**config.mk**
```make
export PLATFORM = sky130hd
export DESIGN_NAME = gtech_scan_ctrl_flat
export DESIGN_NICKNAME = d
export VERILOG_FILES = /design/src/rtl/gtech_scan_pkg.sv /design/src/rtl/gtech_scan_ctrl_if.sv /design/src/rtl/gtech_scan_shreg.sv /design/src/rtl/gtech_scan_ctrl.sv /design/src/flat_wrapper.sv
export SDC_FILE = /design/constraint.sdc
export NUM_CORES = 1
export LEC_CHECK = 0
export CORE_UTILIZATION = 38
export CTS_CLUSTER_DIAMETER = 80
export DETAILED_ROUTE_END_ITERATION = 8
export GPL_ROUTABILITY_DRIVEN = 0
export PLACE_DENSITY = 0.58
export SLEW_MARGIN = 20
export SYNTH_ARGS = -nofsm -noshare
export SYNTH_HDL_FRONTEND = slang
export SYNTH_HIERARCHICAL = 1
export SYNTH_SLANG_ARGS = --single-unit
```
**constraint.sdc**
```tcl
create_clock -name CP -period 3.7 [get_ports CP]
set_clock_uncertainty 0.15 [all_clocks]
set_input_delay 0.74 -clock CP [delete_from_list [all_inputs] [get_ports CP]]
set_output_delay 0.74 -clock CP [all_outputs]
set_load 0.01 [all_outputs]
```
**src/rtl/gtech_scan_pkg.sv**
```systemverilog
// Shared types and constants for the scan-chain sequencer.
package gtech_scan_pkg;

  localparam int DEF_CHAIN_LEN  = 8;
  localparam int DEF_CAP_CYCLES = 1;

  typedef enum logic [2:0] {
    IDLE,
    SHIFT_IN,
    CAPTURE,
    SHIFT_OUT,
    DONE_ST
  } scan_state_e;

  // Counter width able to hold 0..n-1, never narrower than one bit.
  function automatic int cnt_w(input int n);
    return (n <= 2) ? 1 : $clog2(n);
  endfunction

endpackage

```
**src/rtl/gtech_scan_ctrl_if.sv**
```systemverilog
// Handshake and scan-port bundle between test-access logic, sequencer and chain.
interface gtech_scan_ctrl_if
  import gtech_scan_pkg::*;
#(
  parameter int CHAIN_LEN = DEF_CHAIN_LEN
);

  logic                 START;
  logic                 ABORT;
  logic [CHAIN_LEN-1:0] PAT_IN;
  logic                 SO;
  logic                 TE;
  logic                 TI;
  logic                 BUSY;
  logic                 DONE;
  logic [CHAIN_LEN-1:0] RESP;

  modport master (
    output START, ABORT, PAT_IN, SO,
    input  TE, TI, BUSY, DONE, RESP
  );

  modport slave (
    input  START, ABORT, PAT_IN, SO,
    output TE, TI, BUSY, DONE, RESP
  );

endinterface

```
**src/rtl/gtech_scan_shreg.sv**
```systemverilog
// W-bit left-shifting register with parallel load; serial data enters at bit 0.
module gtech_scan_shreg #(
  parameter int W = 8
) (
  input  logic         clk,
  input  logic         load,
  input  logic [W-1:0] load_val,
  input  logic         en,
  input  logic         sin,
  output logic [W-1:0] q
);

  logic [W-1:0] sh_d;
  logic [W-1:0] sh_q;

  always_comb begin
    sh_d = sh_q;
    if (load) begin
      sh_d = load_val;
    end else if (en) begin
      sh_d = {sh_q[W-2:0], sin};
    end
  end

  always_ff @(posedge clk) begin
    sh_q <= sh_d;
  end

  assign q = sh_q;

endmodule

```
**src/rtl/gtech_scan_ctrl.sv**
```systemverilog
// Scan-test sequencer: serial load, functional capture, serial unload of one chain.
module gtech_scan_ctrl
  import gtech_scan_pkg::*;
#(
  parameter int CHAIN_LEN  = DEF_CHAIN_LEN,
  parameter int CAP_CYCLES = DEF_CAP_CYCLES
) (
  input  logic             CP,
  input  logic             RN,
  gtech_scan_ctrl_if.slave bus
);

  localparam int BW = cnt_w(CHAIN_LEN);
  localparam int CW = cnt_w(CAP_CYCLES);
  localparam logic [BW-1:0] BIT_LAST = BW'(CHAIN_LEN - 1);
  localparam logic [CW-1:0] CAP_LAST = CW'(CAP_CYCLES - 1);

  scan_state_e          state_q, state_d;
  logic [BW-1:0]        bit_cnt_q, bit_cnt_d;
  logic [CW-1:0]        cap_cnt_q, cap_cnt_d;
  logic                 te_q, te_d;
  logic                 ti_q, ti_d;
  logic                 busy_q, busy_d;
  logic                 done_q, done_d;
  logic [CHAIN_LEN-1:0] resp_q, resp_d;

  logic                 pat_load, pat_shift, rsp_shift;
  logic [CHAIN_LEN-1:0] pat_q, rsp_q;
  logic                 unused_pat_lsbs;

  // The MSB goes straight to TI on acceptance, so the serializer holds the rest pre-shifted.
  gtech_scan_shreg #(.W(CHAIN_LEN)) u_pat_ser (
    .clk      (CP),
    .load     (pat_load),
    .load_val ({bus.PAT_IN[CHAIN_LEN-2:0], 1'b0}),
    .en       (pat_shift),
    .sin      (1'b0),
    .q        (pat_q)
  );

  gtech_scan_shreg #(.W(CHAIN_LEN)) u_rsp_des (
    .clk      (CP),
    .load     (1'b0),
    .load_val ('0),
    .en       (rsp_shift),
    .sin      (bus.SO),
    .q        (rsp_q)
  );

  assign unused_pat_lsbs = ^pat_q[CHAIN_LEN-2:0];

  always_comb begin
    state_d   = state_q;
    bit_cnt_d = bit_cnt_q;
    cap_cnt_d = cap_cnt_q;
    ti_d      = 1'b0;
    done_d    = 1'b0;
    resp_d    = resp_q;
    pat_load  = 1'b0;
    pat_shift = 1'b0;
    rsp_shift = 1'b0;

    unique case (state_q)
      IDLE: begin
        if (bus.START && !bus.ABORT) begin
          state_d  = SHIFT_IN;
          pat_load = 1'b1;
          ti_d     = bus.PAT_IN[CHAIN_LEN-1];
        end
      end
      SHIFT_IN: begin
        if (bit_cnt_q == BIT_LAST) begin
          state_d = CAPTURE;
        end else begin
          bit_cnt_d = bit_cnt_q + 1'b1;
          ti_d      = pat_q[CHAIN_LEN-1];
          pat_shift = 1'b1;
        end
      end
      CAPTURE: begin
        if (cap_cnt_q == CAP_LAST) begin
          state_d = SHIFT_OUT;
        end else begin
          cap_cnt_d = cap_cnt_q + 1'b1;
        end
      end
      SHIFT_OUT: begin
        rsp_shift = 1'b1;
        if (bit_cnt_q == BIT_LAST) begin
          state_d = DONE_ST;
        end else begin
          bit_cnt_d = bit_cnt_q + 1'b1;
        end
      end
      DONE_ST: begin
        // DONE and RESP are registered off this state, so they appear together one cycle later.
        state_d = IDLE;
        done_d  = 1'b1;
        resp_d  = rsp_q;
      end
      default: state_d = IDLE;
    endcase

    if (bus.ABORT && (state_q != IDLE)) begin
      state_d   = IDLE;
      ti_d      = 1'b0;
      done_d    = 1'b0;
      resp_d    = resp_q;
      pat_shift = 1'b0;
      rsp_shift = 1'b0;
    end

    if (state_d != state_q) begin
      bit_cnt_d = '0;
      cap_cnt_d = '0;
    end

    te_d   = (state_d == SHIFT_IN) || (state_d == SHIFT_OUT);
    busy_d = (state_d == SHIFT_IN) || (state_d == CAPTURE) || (state_d == SHIFT_OUT);
  end

  always_ff @(posedge CP) begin
    if (!RN) begin
      state_q   <= IDLE;
      bit_cnt_q <= '0;
      cap_cnt_q <= '0;
      te_q      <= 1'b0;
      ti_q      <= 1'b0;
      busy_q    <= 1'b0;
      done_q    <= 1'b0;
      resp_q    <= '0;
    end else begin
      state_q   <= state_d;
      bit_cnt_q <= bit_cnt_d;
      cap_cnt_q <= cap_cnt_d;
      te_q      <= te_d;
      ti_q      <= ti_d;
      busy_q    <= busy_d;
      done_q    <= done_d;
      resp_q    <= resp_d;
    end
  end

  assign bus.TE   = te_q;
  assign bus.TI   = ti_q;
  assign bus.BUSY = busy_q;
  assign bus.DONE = done_q;
  assign bus.RESP = resp_q;

endmodule

```
**src/flat_wrapper.sv**
```systemverilog
// flat-port wrapper written by rule: the top's interface ports become plain ports
module gtech_scan_ctrl_flat import gtech_scan_pkg::*;
#(
  parameter int CHAIN_LEN  = DEF_CHAIN_LEN,
  parameter int CAP_CYCLES = DEF_CAP_CYCLES
)
  (CP, RN, bus_START, bus_ABORT, bus_PAT_IN, bus_SO, bus_TE, bus_TI, bus_BUSY, bus_DONE, bus_RESP);
  gtech_scan_ctrl_if #(.CHAIN_LEN(CHAIN_LEN)) bus_i ();
  input  logic CP;
  input  logic RN;
  input wire logic [$bits(bus_i.START)-1:0] bus_START;
  input wire logic [$bits(bus_i.ABORT)-1:0] bus_ABORT;
  input wire logic [$bits(bus_i.PAT_IN)-1:0] bus_PAT_IN;
  input wire logic [$bits(bus_i.SO)-1:0] bus_SO;
  output wire logic [$bits(bus_i.TE)-1:0] bus_TE;
  output wire logic [$bits(bus_i.TI)-1:0] bus_TI;
  output wire logic [$bits(bus_i.BUSY)-1:0] bus_BUSY;
  output wire logic [$bits(bus_i.DONE)-1:0] bus_DONE;
  output wire logic [$bits(bus_i.RESP)-1:0] bus_RESP;
  assign bus_i.START = bus_START;
  assign bus_i.ABORT = bus_ABORT;
  assign bus_i.PAT_IN = bus_PAT_IN;
  assign bus_i.SO = bus_SO;
  assign bus_TE = bus_i.TE;
  assign bus_TI = bus_i.TI;
  assign bus_BUSY = bus_i.BUSY;
  assign bus_DONE = bus_i.DONE;
  assign bus_RESP = bus_i.RESP;
  gtech_scan_ctrl #(.CHAIN_LEN(CHAIN_LEN), .CAP_CYCLES(CAP_CYCLES)) u_core (.CP(CP), .RN(RN), .bus(bus_i));
endmodule
```
==> results of run 1 <==
placed cells by master (no fill, tap or decap), types with 2 or more instances in the layout:
cell / n
edfxtp_1: 16
conb_1: 11
or2_1: 2
clkdlybuf4s50_1: 24
mux2_4: 16
a21boi_1: 8
clkbuf_8: 5
clkbuf_1: 3
a21oi_1: 2
nor2b_1: 2
dfxtp_1: 18
ha_1: 2
and2_1: 2
mux2i_1: 2
nor2_1: 4
nand2_1: 20
nor3_1: 4
flip-flops by register name, indices dropped and copies added, names as in the netlist:
name / count
u_core/state_q: 3
u_core/bus.TE: 1
u_core/bit_cnt_q: 3
u_core/bus.BUSY: 1
u_core/u_pat_ser/q: 8
u_core/bus.TI: 1
u_core/u_rsp_des/q: 8
u_core/bus.RESP: 8
u_core/bus.DONE: 1
critical path: cells and delay by family:
| family | cells | cell delay, ns |
|---|---|---|
| buffers and inverters | 1 | 0.59 |
| and+or+nand+nor | 3 | 1.13 |
metrics by stage:
stage	hold slack, ns	cell area (um^2)	power, W	std cells
floorplan	0.321	1600	0.000479	132
global placement	0.291	1840	0.000497	196
detailed placement	0.296	1840	0.000499	196
CTS	0.305	1920	0.000757	204
global route	0.338	1920	0.000787	204
finish	0.301	1920	0.000747	204
power groups by stage:
| stage | Combinational (W) | Sequential (W) | Clock, W |
|---|---|---|---|
| floorplan | 0.0000530 | 0.000426 | 0 |
| global placement | 0.0000685 | 0.000428 | 0 |
| detailed placement | 0.0000698 | 0.000429 | 0 |
| CTS | 0.0000701 | 0.000421 | 0.000266 |
| global route | 0.0000769 | 0.000422 | 0.000287 |
| finish | 0.0000702 | 0.000421 | 0.000256 |
final cells by class:
class	count	area (um^2)
Tap cell	48	60.1
Fill cell	340	1880
Timing Repair Buffer	24	240
Inverter	1	3.75
Clock buffer	8	80.1
Multi-Input combinational cell	89	691
Sequential cell	34	841
logic make-up after synthesis:
| logic type | count (synthesis) | synth area share, % |
|---|---|---|
| flip-flops | 34 | 53.8 |
| XOR/XNOR | 2 | 1.12 |
| AND/OR/NAND/NOR | 40 | 14.0 |
| buffers and inverters | 9 | 4.48 |
| AO/OA/AOI/OAI | 16 | 8.16 |
| other | 1 | 0.240 |
| adder cells (fa/ha/maj) | 2 | 1.60 |
| multiplexers | 18 | 16.6 |
worst min path at each step:
stage,startpoint,to
after global routing,u_core/bus.RESP[6],u_core/bus.RESP[6]
after floorplan,u_core/u_rsp_des/q[7],u_core/bus.RESP[7]
after detailed placement,u_core/bus.RESP[3],u_core/bus.RESP[3]
final,u_core/bus.RESP[3],u_core/bus.RESP[3]
after global placement,u_core/bus.RESP[6],u_core/bus.RESP[6]
after CTS,u_core/bus.RESP[3],u_core/bus.RESP[3]
metal layers:
metal | track usage (%) | up-vias
met5 | 0 | -
met4 | 6.38 | 0
met3 | 5.86 | 6
met2 | 21.7 | 21
met1 | 18.8 | 457
li1 | - | 490
==> key figures, run 1 <==
STA
  – Fin worst setup slack: 1.04 ns
  – Final hold viol count: 0
  – Final TNS setup: 0 ns
  – Worst slew pin tran: 0.592 ns
  – Final slew viol count: 0
  – Tcrit/Tclk final: 71.9%
  – Fmax: 0.376 GHz
  – Unrepaired setup endpoints after global routing: no
  – Finish-stage setup viols: 0
  – Max transition margin: 60.0%
  – Tmin final: 2.66 ns

Drt
  – Post-DR wirelength/cell: 13.2 um
  – Met3 wire len: 117 um
  – Met1 Wirelength: 1.29 mm
  – Met2 Wirelength: 1.23 mm
  – Vias per cell: 4.77
  – DRT Wirelength: 2.69 mm
  – Via count: 974
  – Initial drt markers: 57
  – Residual DRC: 0
  – Post-route ant nets: 0
  – First drt pass iteration count: 4
  – Top sig layer: met4

Pwr
  – Internal: 0.000590 W
  – Switching share of power: 21.1%
  – Logic pwr share: 9.4%
  – Peak supply drop: 0.182 mV
  – Leak: 0.712 nW
  – Switching pwr: 0.000158 W
  – Clock power frac: 34.3%
  – Sequential Power Share: 56.3%
  – P per Cell Area: 390 nW/um^2

Synth
  – Syn_area_per_cell: 12.8 um^2
  – Top-count cell post-synth: nand2_1
  – Synth Cell Area: 1560 um^2
  – Share of the synthesized area in the top cell type: 30.7%
  – Distinct cells, synth: 33
  – Top post-synthesis cells by count: nand2_1 (20), dfxtp_1 (18), edfxtp_1 (16), mux2_4 (16), a21boi_1 (8)
  – Yosys warnings: 6
  – Leading area contributor after synthesis: edfxtp_1
  – Post-synthesis instance total: 122
  – Register area share after synthesis: 53.8%
  – Asr flop ratio synth: 0%
  – Number of synthesized register bits: 34
  – Post-synth EDFFs: 16
  – Top cells by area, synth: edfxtp_1 (31%), dfxtp_1 (23%), mux2_4 (15%)
  – Main synth FF type: dfxtp_1

Floorplanning
  – I/O pins: 25
  – Row count: 22
  – Die Ht: 66.2 um
  – Die extent in x: 66.2 um
  – Area of the core: 3800 um^2
  – Initial Util: 41.2%
  – Die Area: 4380 um^2

Critical path
  – CP required: 3.50 ns
  – Cell chain of the critical path: clkdlybuf4s50_1 > nor3_1 > and2_1 > or2_1
  – R2R depth: 5
  – Critical path type: in2reg
  – Setup crit end kind: register
  – Slowest stage delay, CP: 0.59 ns
  – Worst setup path start: bus_ABORT
  – CP max stage cell: clkdlybuf4s50_1
  – R2R Setup Slk: 1.53 ns
  – Worst reg2reg path endpoint: u_core/u_pat_ser/q[2]
  – Worst r2r src: u_core/bit_cnt_q[0]
  – Worst Setup Start Kind: primary input
  – CP arrival: 2.47 ns
  – Crit path to: u_core/u_pat_ser/q[2]
  – CP max FO: 10

Global routing
  – All-Layer GR Usage: 14.7%
  – Vias in the first global route: 937
  – Antenna violations before repair: 0
  – Pin count of the biggest net entering global routing: 14
  – First-pass GRT wire length: 4.53 mm
  – Grt ovf: 0

Place
  – Setup WS pre-CTS: 0.735 ns
  – Dpl hpwl: 1.86 mm
  – PortBufs: 24

Clock tree
  – Clock root buffer: clkbuf_8
  – Htree depth: 2
  – Post-cts sizing count: 0
  – CTS tree: yes
  – Clock Pin Slew Worst Setup and Hold Paths: 0.07 ns
  – Clock Path Buffers: 2
  – Hold_buf cts: 0
  – Setup bufs post-CTS: 0
  – Num CTS Buffers: 5
  – Sink Count: 34
  – Clk_lat worst skew: 0.28 ns

Cells and area
  – Ant. Diodes: 0
  – Layout cells sized above 1: 15.4%
  – Fin nets: 170
  – Core Util, Final: 50.4%
  – Area Growth Syn to Fin: 22.5%

Job
  – Max Cap Viol: 0

Run status
  – Status: finished clean

Worst hold path
  – Hold crit path type: reg2reg
  – Hold path depth: 2
(Power assumes the default switching activity.)
==> inputs of run 2 (changes only) <==
--- a/config.mk
+++ b/config.mk
@@ -9,7 +9,7 @@
 export CTS_CLUSTER_DIAMETER = 80
 export DETAILED_ROUTE_END_ITERATION = 8
 export GPL_ROUTABILITY_DRIVEN = 0
-export PLACE_DENSITY = 0.58
+export PLACE_DENSITY = 0.6
 export SLEW_MARGIN = 20
 export SYNTH_ARGS = -nofsm -noshare
 export SYNTH_HDL_FRONTEND = slang
==> constraint.sdc (replaced) <==
create_clock -name CP -period 2.44 [get_ports CP]
set_clock_uncertainty 0.15 [all_clocks]
set_input_delay 0.488 -clock CP [delete_from_list [all_inputs] [get_ports CP]]
set_output_delay 0.488 -clock CP [all_outputs]
set_load 0.01 [all_outputs]
==> run 2 against run 1 <==
Clock-buffer cell count is 1 lower. Utilization is 2.4 points higher. Die area stayed put. Cell area is 4.7% higher. Sequential share of layout area is 2.0 points lower. Total power is 72% higher. Via count is 2.5% higher. Non-clock buffer count is 4 higher. Critical path type unchanged. Flip-flop and latch count stayed put.
==> key figures, run 2 (synthesis results as in run 1) <==
Clock tree
  – CTS tree: yes
  – Setup bufs post-CTS: 0 (unchanged)
  – Htree depth: 2 (unchanged)
  – Post-cts sizing count: 0 (unchanged)
  – Clock Pin Slew Worst Setup and Hold Paths: 0.07 ns (about the same)
  – Clock root buffer: clkbuf_8
  – Num CTS Buffers: 5 (unchanged)
  – Sink Count: 34 (unchanged)
  – Clock Path Buffers: 2 (unchanged)
  – Hold_buf cts: 0 (unchanged)
  – Clk_lat worst skew: 0.29 ns (about the same)

Cells and area
  – Core Util, Final: 52.8% (+2.4 points)
  – Layout cells sized above 1: 19.4% (+4.0 points)
  – Most frequent cells in the layout: clkdlybuf4s50_1 (24), nand2_1 (20), dfxtp_1 (18), mux2_4 (16), edfxtp_1 (16)
  – Final Cell Area: 2010 um^2 (+4.7%)
  – Ant. Diodes: 0 (unchanged)
  – Area Growth Syn to Fin: 28.2%
  – Fin nets: 174 (+2.4%)
  – Most common cell after layout, fill and taps aside: clkdlybuf4s50_1

STA
  – Tcrit/Tclk final: 83.3%
  – Fmax: 0.492 GHz
  – Max transition margin: 64.7% (+4.7 points)
  – Final slew viol count: 0 (unchanged)
  – Final hold viol count: 0 (unchanged)
  – Unrepaired setup endpoints after global routing: no
  – Tmin final: 2.03 ns
  – Finish-stage setup viols: 0 (unchanged)
  – Worst slew pin tran: 0.522 ns (-0.0700 ns)
  – Final TNS setup: 0 ns (unchanged)

Critical path
  – Critical path type: in2reg
  – CP required: 2.33 ns (-1.17 ns)
  – CP max FO: 8 (-2)
  – Setup crit end kind: register
  – Worst Setup Start Kind: primary input
  – CP arrival: 1.92 ns (-0.55 ns)

Floorplanning
  – Die Ht: 66.2 um (unchanged)
  – Area of the core: 3800 um^2 (unchanged)
  – Row count: 22 (unchanged)
  – Initial Util: 41.2% (unchanged)
  – Die Area: 4380 um^2 (unchanged)
  – I/O pins: 25 (unchanged)
  – Die extent in x: 66.2 um (unchanged)

Pwr
  – Clock power frac: 41.7% (+7.4 points)
  – Sequential Power Share: 49.4% (-6.9 points)
  – Internal: 0.00102 W (+74%)
  – Peak supply drop: 0.328 mV (+80%)
  – P per Cell Area: 643 nW/um^2 (+65%)
  – Leak: 0.761 nW (+6.8%)
  – Switching share of power: 20.6% (-0.53 points)
  – Switching pwr: 0.000265 W (+68%)
  – Logic pwr share: 8.9% (-0.5 points)

Global routing
  – Vias in the first global route: 981 (+4.7%)
  – Grt ovf: 0 (unchanged)
  – Antenna violations before repair: 0 (unchanged)
  – First-pass GRT wire length: 4.61 mm (+1.8%)
  – All-Layer GR Usage: 14.6% (-0.10 points)
  – Pin count of the biggest net entering global routing: 14 (unchanged)

Drt
  – Post-route ant nets: 0 (unchanged)
  – DRT Wirelength: 2.62 mm (-2.3%)
  – Vias per cell: 4.80 (+0.49%)
  – First drt pass iteration count: 4 (unchanged)
  – Initial drt markers: 47 (-18%)
  – Post-DR wirelength/cell: 12.6 um (-4.2%)
  – Via count: 998 (+2.5%)
  – Residual DRC: 0 (unchanged)

Run status
  – Status: finished clean

Place
  – PortBufs: 24 (unchanged)
  – Dpl hpwl: 1.83 mm (-1.7%)
  – Area after DPL: 1880 um^2 (+2.3%)

Job
  – Max Cap Viol: 0 (unchanged)

Worst hold path
  – Hold crit path type: reg2reg
## run 2: changes by cell type in the layout (fill, tap and decap cells not counted), sizes merged
cell    before  now
clkbuf       8    7
buf          0    4
clkinv       0    1
## run 2: final timing paths
| path | to | slack, ns | startpoint | cells past startpoint |
|---|---|---|---|---|
| max | u_core/u_pat_ser/q[4] | 0.41 | bus_ABORT | 5 |
| min reg2reg | u_core/bus.RESP[5] | 0.31 | u_core/bus.RESP[5] | 2 |
| min | u_core/bus.RESP[5] | 0.31 | u_core/bus.RESP[5] | 2 |
| max reg2reg | u_core/u_pat_ser/q[7] | 0.44 | u_core/bit_cnt_q[0] | 5 |
## run 2: metrics by stage
step           power [W]  hold slack, ns  instances  setup slack [ns]
3_3_place_gp    0.000760           0.292        200             0.164
4_1_cts          0.00130           0.309        208             0.394
3_5_place_dp    0.000763           0.297        200             0.111
6_report         0.00129           0.307        208             0.407
5_1_grt          0.00135           0.324        208             0.236
2_1_floorplan   0.000726           0.321        132             0.484
## run 2: final cells by class
type / instances / area, um^2
clock buffer: 7 / 119
timing repair buffer: 28 / 283
tap: 48 / 60.1
fill: 338 / 1790
inverter: 1 / 3.75
multi-input combinational: 89 / 691
sequential: 34 / 841
clock inverter: 1 / 8.76
## run 2: worst max-delay path, cell delays in order
cell             delay [ns]
clkdlybuf4s50_1        0.52
nor3_1                 0.23
and2_1                 0.23
buf_12                 0.15
mux2_4                 0.30
## run 2: power groups by stage
stage          Combinational, W  Clock [W]  Sequential [W]
6_report               0.000115   0.000538        0.000637
5_1_grt                0.000125   0.000584        0.000639
4_1_cts                0.000115   0.000552        0.000637
3_5_place_dp           0.000114          0        0.000649
3_3_place_gp           0.000111          0        0.000649
2_1_floorplan         0.0000804          0        0.000645
## run 2: routing by layer
metal / routed length (um) / up-vias / share of wire, % / global-route usage [%]
met5: 0 / - / 0 / 0
met4: 58 / 0 / 2.2 / 7.18
met3: 120 / 7 / 4.6 / 5.17
met2: 1180 / 20 / 45 / 21.7
met1: 1260 / 474 / 48 / 18.6
li1: - / 497 / - / -
